## src/rtl/mem_stage.sv

```systemverilog
// -----------------------------------------------------------------------------
// mem_stage -- memory stage of the RV32I pipeline.
//
// Purpose:
//   Takes the EX stage result. Non-memory instructions are registered straight
//   through to WB. Loads and stores are issued on a req/gnt/rvalid data-memory
//   bus. Store data is replicated across the byte lanes. Load data is
//   extracted from its lane and then zero- or sign-extended. EX is held via
//   MEM_stall_o while an access is in flight.
//
// Optional feature (compile-time macro MEM_MISALIGN_TRAP_EN):
//   When defined, a misaligned half or word access issues no bus request.
//   It completes immediately with MEM_misaligned_o=1 and MEM_Reg_writeE_o=0.
//   When undefined, no alignment check is made: a half ignores addr[0], a word
//   ignores addr[1:0], and MEM_misaligned_o is tied 0.
//
// Ports:
//   clk_i, rst_ni            clock (rising edge), async active-low reset
//   EX_*                     EX stage instruction fields (valid, address/ALU
//                            result, store data, Rd, write enable, WB source,
//                            access size, store flag, load sign)
//   MEM_stall_o              EX must hold its outputs stable
//   dmem_req_o/we/addr/be/wdata, dmem_gnt_i, dmem_rvalid_i, dmem_rdata_i
//                            data-memory bus
//   MEM_valid_o              one-cycle pulse per completed instruction
//   MEM_ALU_result_o, MEM_Load_data_o, MEM_Rd_o, MEM_Reg_writeE_o,
//   MEM_Rd_source_o, MEM_misaligned_o
//                            registered results to WB
// -----------------------------------------------------------------------------
module mem_stage #(
  parameter logic [1:0] RD_SRC_MEM = 2'd1
) (
  input  logic        clk_i,
  input  logic        rst_ni,
  input  logic        EX_valid_i,
  input  logic [31:0] EX_ALU_result_i,
  input  logic [31:0] EX_Store_data_i,
  input  logic [4:0]  EX_Rd_i,
  input  logic        EX_Reg_writeE_i,
  input  logic [1:0]  EX_Rd_source_i,
  input  logic [2:0]  EX_Mem_op_size_i,
  input  logic        EX_Mem_Write_i,
  input  logic        EX_Load_sign_i,
  output logic        MEM_stall_o,
  output logic        dmem_req_o,
  output logic        dmem_we_o,
  output logic [31:0] dmem_addr_o,
  output logic [3:0]  dmem_be_o,
  output logic [31:0] dmem_wdata_o,
  input  logic        dmem_gnt_i,
  input  logic        dmem_rvalid_i,
  input  logic [31:0] dmem_rdata_i,
  output logic        MEM_valid_o,
  output logic [31:0] MEM_ALU_result_o,
  output logic [31:0] MEM_Load_data_o,
  output logic [4:0]  MEM_Rd_o,
  output logic        MEM_Reg_writeE_o,
  output logic [1:0]  MEM_Rd_source_o,
  output logic        MEM_misaligned_o
);

  typedef enum logic [1:0] {
    IDLE = 2'd0,
    REQ  = 2'd1,
    WAIT = 2'd2
  } state_t;

  state_t state_r, state_next_s;

  // Byte enables for an access of the given size at byte offset off.
  function automatic logic [3:0] lane_be(input logic [2:0] size, input logic [1:0] off);
    case (size)
      3'b001:  lane_be = 4'b0001 << off;
      3'b010:  lane_be = 4'b0011 << {off[1], 1'b0};
      default: lane_be = 4'b1111;
    endcase
  endfunction

  // Store data replicated to every lane the access could target.
  function automatic logic [31:0] lane_wdata(input logic [2:0] size, input logic [31:0] d);
    case (size)
      3'b001:  lane_wdata = {4{d[7:0]}};
      3'b010:  lane_wdata = {2{d[15:0]}};
      default: lane_wdata = d;
    endcase
  endfunction

  // Shift the addressed lane down to bit 0, then extend it to 32 bits.
  function automatic logic [31:0] load_extract(input logic [31:0] rdata, input logic [1:0] off,
                                               input logic [2:0] size, input logic sign);
    logic [31:0] sh;
    case (size)
      3'b001: begin
        sh = rdata >> {off, 3'b000};
        if (sign) load_extract = {{24{sh[7]}}, sh[7:0]};
        else      load_extract = {24'h000000, sh[7:0]};
      end
      3'b010: begin
        sh = rdata >> {off[1], 4'b0000};
        if (sign) load_extract = {{16{sh[15]}}, sh[15:0]};
        else      load_extract = {16'h0000, sh[15:0]};
      end
      default: load_extract = rdata;
    endcase
  endfunction

`ifdef MEM_MISALIGN_TRAP_EN
  // A half access must be half-aligned and a word access word-aligned; a byte access is never misaligned.
  function automatic logic is_misaligned(input logic [2:0] size, input logic [1:0] off);
    case (size)
      3'b001:  is_misaligned = 1'b0;
      3'b010:  is_misaligned = off[0];
      default: is_misaligned = (off != 2'b00);
    endcase
  endfunction
`endif

  logic        memop_s;
  logic        mis_s;
  logic        capture_s;
  logic        pass_s;
  logic        complete_s;

  logic [31:0] cap_addr_r;
  logic [2:0]  cap_size_r;
  logic        cap_sign_r;
  logic        cap_we_r;
  logic [4:0]  cap_rd_r;
  logic        cap_regwe_r;
  logic [1:0]  cap_rdsrc_r;
  logic [3:0]  be_r;
  logic [31:0] wdata_r;

  logic        valid_r;
  logic [31:0] alu_r;
  logic [31:0] ld_r;
  logic [4:0]  rd_r;
  logic        regwe_r;
  logic [1:0]  rdsrc_r;
  logic        mis_r;

  assign memop_s = EX_Mem_Write_i | (EX_Rd_source_i == RD_SRC_MEM);

`ifdef MEM_MISALIGN_TRAP_EN
  assign mis_s = memop_s & is_misaligned(EX_Mem_op_size_i, EX_ALU_result_i[1:0]);
`else
  assign mis_s = 1'b0;
`endif

  // State register.
  always_ff @(posedge clk_i or negedge rst_ni) begin
    if (!rst_ni) begin
      state_r <= IDLE;
    end else begin
      state_r <= state_next_s;
    end
  end

  // Next-state logic plus the capture, pass-through and completion strobes.
  always_comb begin
    state_next_s = state_r;
    capture_s    = 1'b0;
    pass_s       = 1'b0;
    complete_s   = 1'b0;
    case (state_r)
      IDLE: begin
        // A trapped misaligned access retires here, like a non-memory op.
        if (EX_valid_i && memop_s && !mis_s) begin
          capture_s    = 1'b1;
          state_next_s = REQ;
        end else if (EX_valid_i) begin
          pass_s       = 1'b1;
          state_next_s = IDLE;
        end else begin
          state_next_s = IDLE;
        end
      end
      REQ: begin
        if (dmem_gnt_i && cap_we_r) begin
          complete_s   = 1'b1;
          state_next_s = IDLE;
        end else if (dmem_gnt_i) begin
          state_next_s = WAIT;
        end else begin
          state_next_s = REQ;
        end
      end
      WAIT: begin
        if (dmem_rvalid_i) begin
          complete_s   = 1'b1;
          state_next_s = IDLE;
        end else begin
          state_next_s = WAIT;
        end
      end
      default: begin
        state_next_s = IDLE;
      end
    endcase
  end

  // Capture the access. Lane enables and replicated data are precomputed so the bus sees flop outputs.
  always_ff @(posedge clk_i or negedge rst_ni) begin
    if (!rst_ni) begin
      cap_addr_r  <= 32'h0000_0000;
      cap_size_r  <= 3'b000;
      cap_sign_r  <= 1'b0;
      cap_we_r    <= 1'b0;
      cap_rd_r    <= 5'd0;
      cap_regwe_r <= 1'b0;
      cap_rdsrc_r <= 2'd0;
      be_r        <= 4'b0000;
      wdata_r     <= 32'h0000_0000;
    end else if (capture_s) begin
      cap_addr_r  <= EX_ALU_result_i;
      cap_size_r  <= EX_Mem_op_size_i;
      cap_sign_r  <= EX_Load_sign_i;
      cap_we_r    <= EX_Mem_Write_i;
      cap_rd_r    <= EX_Rd_i;
      cap_regwe_r <= EX_Reg_writeE_i;
      cap_rdsrc_r <= EX_Rd_source_i;
      be_r        <= lane_be(EX_Mem_op_size_i, EX_ALU_result_i[1:0]);
      wdata_r     <= lane_wdata(EX_Mem_op_size_i, EX_Store_data_i);
    end
  end

  // WB result registers; MEM_valid_o pulses for one cycle per retired instruction.
  always_ff @(posedge clk_i or negedge rst_ni) begin
    if (!rst_ni) begin
      valid_r <= 1'b0;
      alu_r   <= 32'h0000_0000;
      ld_r    <= 32'h0000_0000;
      rd_r    <= 5'd0;
      regwe_r <= 1'b0;
      rdsrc_r <= 2'd0;
      mis_r   <= 1'b0;
    end else if (pass_s) begin
      valid_r <= 1'b1;
      alu_r   <= EX_ALU_result_i;
      ld_r    <= 32'h0000_0000;
      rd_r    <= EX_Rd_i;
      regwe_r <= EX_Reg_writeE_i & ~mis_s;
      rdsrc_r <= EX_Rd_source_i;
      mis_r   <= mis_s;
    end else if (complete_s) begin
      valid_r <= 1'b1;
      alu_r   <= cap_addr_r;
      ld_r    <= cap_we_r ? 32'h0000_0000
                          : load_extract(dmem_rdata_i, cap_addr_r[1:0], cap_size_r, cap_sign_r);
      rd_r    <= cap_rd_r;
      regwe_r <= cap_regwe_r;
      rdsrc_r <= cap_rdsrc_r;
      mis_r   <= 1'b0;
    end else begin
      valid_r <= 1'b0;
    end
  end

  assign MEM_stall_o      = (state_r != IDLE);
  assign dmem_req_o       = (state_r == REQ);
  assign dmem_we_o        = cap_we_r;
  assign dmem_addr_o      = {cap_addr_r[31:2], 2'b00};
  assign dmem_be_o        = be_r;
  assign dmem_wdata_o     = wdata_r;

  assign MEM_valid_o      = valid_r;
  assign MEM_ALU_result_o = alu_r;
  assign MEM_Load_data_o  = ld_r;
  assign MEM_Rd_o         = rd_r;
  assign MEM_Reg_writeE_o = regwe_r;
  assign MEM_Rd_source_o  = rdsrc_r;
  assign MEM_misaligned_o = mis_r;

endmodule

```

## config.mk

```make
export PLATFORM = sky130hd
export DESIGN_NAME = mem_stage
export DESIGN_NICKNAME = d
export VERILOG_FILES = /design/src/rtl/mem_stage.sv
export SDC_FILE = /design/constraint.sdc
export NUM_CORES = 1
export LEC_CHECK = 0
export ABC_CLOCK_PERIOD_IN_PS = 3600
export CAP_MARGIN = 0
export CORE_UTILIZATION = 35
export DETAILED_ROUTE_END_ITERATION = 8
export SLEW_MARGIN = 15
export SYNTH_ARGS = -nofsm -noshare
export SYNTH_HDL_FRONTEND = slang
export SYNTH_SLANG_ARGS = --single-unit
```

## constraint.sdc

```tcl
create_clock -name clk_i -period 3.6 [get_ports clk_i]
set_clock_uncertainty 0.2 [all_clocks]
set_input_delay 0.54 -clock clk_i [delete_from_list [all_inputs] [get_ports clk_i]]
set_output_delay 0.54 -clock clk_i [all_outputs]
set_load 0.05 [all_outputs]
```

# After elaboration in Yosys (flattened, before gate mapping)
# Cells that the tools add are included.
[word_totals] ff_bits=157 inputBits=114 wordCells=67
[classes] n_eq_ne=7 shift=4 mux=33 n_bitwise=1 n_reduce_logical=5
[op_table] operator="32-bit 2-to-1 mux" n=7
[op_table] operator="32-bit case mux with 2 select lines" n=2
[op_table] operator="32-bit by 5-bit right shift with 16-bit output" n=1
[op_table] operator="32-bit by 5-bit right shift with 8-bit output" n=1
[op_table] operator="1-bit 2-to-1 mux" n=14
[op_table] operator="2-bit 2-to-1 mux" n=5
[op_table] operator="5-bit 2-to-1 mux" n=2
[op_table] operator="4-bit case mux with 2 select lines" n=1
[op_table] operator="3-bit by 1-bit equality test with 1-bit output, second input constant" n=2
[op_table] operator="3-bit by 2-bit equality test with 1-bit output, second input constant" n=2
[op_table] operator="2-bit case mux with 3 select lines" n=1
[op_table] operator="2-bit by 1-bit equality test with 1-bit output, second input constant" n=2
[op_table] operator="2-bit nonzero test" n=2
[op_table] operator="1-bit by 2-bit << shifter with 4-bit output, first input constant" n=1
[op_table] operator="2-bit by 2-bit << shifter with 4-bit output, first input constant" n=1
[op_table] operator="2-bit equality test, second input constant" n=1
[op_table] operator="1-bit logical AND" n=2
[op_table] operator="2-bit logical NOT" n=1
[op_table] operator="1-bit case mux with 2 select lines" n=1
[op_table] operator="1-bit bitwise OR" n=1

# Logic depth before layout (Yosys ltp)
[logic_depth] ltp_word=6 ltp_mapped=9

# Least setup slack after synthesis
# Ideal clock, no wire load.
[synth_path] path_kind="reg-to-reg" startpoint="register state_r[0]" endpoint="register ld_r[15] (netlist: MEM_Load_data_o[15])" arrival_time_ns=1.813 slack_ns=1.510 path_stages_with_launch=7 n_path_buf=1 synth_period_minus_slack_ns=2.090 path_cell_list="dfrtp_1 -> ha_1 -> a32o_1 -> a32oi_1 -> buf_2 -> nand2_1 -> o21ai_1"
[synth_via] elab_chain_cells=3
[synth_rtl] element="from (decl)" line="68" text="state_t state_r, state_next_s;"
[synth_rtl] element="from (signal assigned)" line="155" text="state_r <= state_next_s;"
[synth_rtl] element="2-bit by 1-bit equality test with 1-bit output"
[synth_rtl] element="via dmem_req_o" line="45" text="output logic dmem_req_o,"
[synth_rtl] element="1-bit case mux with 2 select lines" line="165" text="case (state_r)"
[synth_rtl] element="2-bit nonzero test (no source line)"
[synth_rtl] element="to (signal assigned)" line="248" text="ld_r <= cap_we_r ? 32'h0000_0000"
[synth_rtl] element="to (decl)" line="136" text="logic [31:0] ld_r;"
# The timed path passes the listed nets, and every way through them passes these cells.
# A chain may end at the register's enable or synchronous reset.

# Final worst setup path
[layout_path] startpoint="register state_r[1]" endpoint="output port dmem_req_o"
[layout_via] elab_chain_cells=1
[layout_rtl] element="2-bit by 1-bit equality test with 1-bit output" line="260" text="assign dmem_req_o = (state_r == REQ);"
[layout_rtl] element="to (decl)" line="45"
# Every way passes these cells.

==> results by group <==
Synthesis
  – Post-synth EDFFs: 0
  – Top FF cell, synth: dfrtp_1
  – Share of the yosys chip area belonging to registers: 52.3%
  – Ys Warns: 0
  – Syn Area/Cell: 11.1 sq um
  – Seq cells post-synth: 156
  – Cell count after synthesis: 670
  – Post-synth ARST share: 100%
  – Yosys cell types: 46
  – Yosys top cell area share: a little over half
  – Synth area leaders: dfrtp_1, mux2i_1, mux2_1, nand2_1, o21ai_0
  – Synthesized area: 0.00747 sq mm
  – Yosys top cell by area: dfrtp_1

Worst setup path
  – CP Cell Sequence: inv_1 > ha_1 > clkdlybuf4s50_1
  – CP max stage cell: clkdlybuf4s50_1
  – Worst setup SP type: register
  – Worst EP required: 2860 ps
  – Worst-path maximum fanout: 4
  – Dominant delay contributor by cell family on the critical path: buffers and inverters
  – CP arrival: ~2000 ps
  – Crit Path Class: reg2out
  – CP peak stage delay: roughly 860 ps
  – CP Capture Type: primary output
  – Buf+Inv Stages, Crit Path: 2

Timing
  – Final hold violations: 0
  – Maximum clock rate: 366 MHz
  – Fin Setup TNS: 0 ps
  – Max-slew violation count: 0
  – Tmin final: 2730 ps
  – Final setup viols: 0
  – Tcrit/Tclk final: between 70% and 80%
  – RSZ-0062 raised after global routing: false
  – Max_slew headroom: 58.8%
  – Worst Tran Pin Value: 617 ps

Die
  – # rows: 53
  – Die X: 148 um
  – Die outline area: 0.0219 sq mm
  – Io pins: 259
  – Initial Util: between 30% and 40%
  – Die height: 148 um
  – Core Footprint: 0.0210 sq mm

Detailed routing
  – DRT Pass-1 Iters: 4
  – Drt drc: 0
  – Post-DR wirelength/cell: 17.2 um
  – Antenna Nets Post-Route: 0
  – Final WL: 20200 um
  – DR vias/cell: just under 5
  – Initial DRC count: 229
  – Vias: 5739

Final layout
  – Commonest cells after routing, fill and taps aside: clkdlybuf4s50_1, dfrtp_1, nand2_1
  – Layout cells sized above 1: 8.88%
  – NumNets Final: 1006
  – Fillers: around 2000
  – Fin util: 51.4%
  – Most common cell after layout, fill and taps aside: clkdlybuf4s50_1
  – Ant diodes: 0
  – Area grow syn2layout: 44.2%

Clocking
  – Worst-path clk slew: 70 ps
  – Clk_lat worst skew: 420 ps
  – Inserted Clock Buffers: 17
  – Htree depth: 4
  – Number of post-CTS setup repair buffers: 0
  – Clock root buffer master: clkbuf_16
  – CTS tree: yes
  – Clock sink total: about 160
  – CTS max path bufs: 2

Placed design
  – Hpwl dp: about 14000 um
  – PortBufs: about 260
  – RD Place Congestion: around 0.78

Global routing
  – Grt total ovfl: 0
  – First-pass GRT wire length: 32400 um
  – Largest net degree at the start of global routing: 81
  – Initial antenna violation count: 0
  – GR Util All Layers: approximately a fifth
  – Number of global-route vias before repair: 5739

Power and ir drop
  – Pwr per Cell Area: approximately 990 mW/mm^2
  – VDD IR max: 0.000508 V
  – P_leak: 4.70 nW

Worst hold path
  – Hold Crit Class: reg2reg

Run
  – Max cap viols: 0

Outcome
  – Status: finished clean
## per-layer routing
metal	global-route usage, %	share of wire, %
met1	26.1	47
met2	29.1	45
met3	5.00	6.0
met4	7.37	2.2
met5	0	0
## worst register-to-register path: cells and delay by family, from the launching register on
family / cells / cell delay, ps
fa+ha+maj: 1 / 220
flops: 1 / 380
simple gates: 1 / 270
compound gates: 1 / 220
buf+inv: 2 / 440
mux: 1 / 420
## state kept, by name, indices dropped and copies added (netlist names)
| name | count |
|---|---|
| MEM_ALU_result_o | 32 |
| MEM_Load_data_o | 32 |
| cap_addr_r | 32 |
| dmem_wdata_o | 32 |
| MEM_Rd_o | 5 |
| cap_rd_r | 5 |
| dmem_be_o | 4 |
| cap_size_r | 3 |
| MEM_Rd_source_o | 2 |
| cap_rdsrc_r | 2 |
| state_r | 2 |
| MEM_Reg_writeE_o | 1 |
| MEM_valid_o | 1 |
| cap_regwe_r | 1 |
| cap_sign_r | 1 |
| dmem_we_o | 1 |
## repair_timing
action / in CTS / in global routing
resized for setup: 0 / 0
hold buffers: 1 / 0
endpoints found under the hold margin: 46 / 0
endpoints found under the setup margin: 0 / 0
## cell usage after synthesis, types with 2 or more instances
master / n
o21ai_1: 12
nor2_1: 2
nand3_1: 14
a32o_1: 9
nand2_1: 88
nor3b_1: 2
a22o_1: 32
dfrtp_1: 156
a21oi_1: 21
mux2i_1: 57
ha_1: 4
o21bai_1: 7
buf_2: 28
mux2_1: 39
nor3b_2: 2
mux2_2: 19
buf_4: 33
o21ai_0: 61
o22ai_1: 7
clkbuf_1: 13
nand2b_1: 25
inv_1: 8
o21a_1: 8
## cell families (layout without fill, tap and decap cells)
kind of cell    count (synthesis)  count (layout)  share of synthesized area, %
compound gates                166             166                          14.6
mux                           116             116                          16.7
buf+inv                        84             313                          6.45
simple gates                  143             143                          9.25
flops                         156             156                          52.3
fa+ha+maj                       4               4                         0.670
other cells                     1               3                        0.0502
## power by group
group          total, mW  internal [mW]  switching, mW
clock               2.01           1.26          0.753
combinational       5.65           1.96           3.69
sequential          3.00           2.50          0.502
total               10.7           5.72           4.95
## area by class of cell
type	count	area (sq um)	area share [%]
sequential	156	3900	36.3
tap	275	344	3.20
clock inverter	12	210	1.95
timing repair buffer	272	2710	25.2
clock buffer	20	447	4.15
multi-input combinational	432	3120	29.0
inverter	9	33.8	0.314
## final timing paths
kind                             startpoint             endpoint  slack (ps)  cells after the start
max                              state_r[1]           dmem_req_o         870                      3
min                        dmem_wdata_o[21]     dmem_wdata_o[21]         280                      2
max reg2reg                      state_r[1]      dmem_wdata_o[6]        1330                      6
min reg2reg                dmem_wdata_o[21]     dmem_wdata_o[21]         280                      2
max in group asynchronous            rst_ni  MEM_Load_data_o[11]        1960                      3
min in group asynchronous            rst_ni          MEM_Rd_o[3]         420                      2
## through the flow
step	total power, mW	hold WS (ps)	std cells	setup WS (ps)	instance area (sq um)
final	10.7	277	1176	866	10800
after global placement	8.68	260	1143	884	10100
after global routing	11.2	314	1176	806	10800
after CTS	10.8	283	1176	826	10800
after detailed placement	8.72	269	1143	874	10100
after floorplan	6.95	44.4	672	1510	7470
No activity file was read; power rests on OpenSTA's default activity.
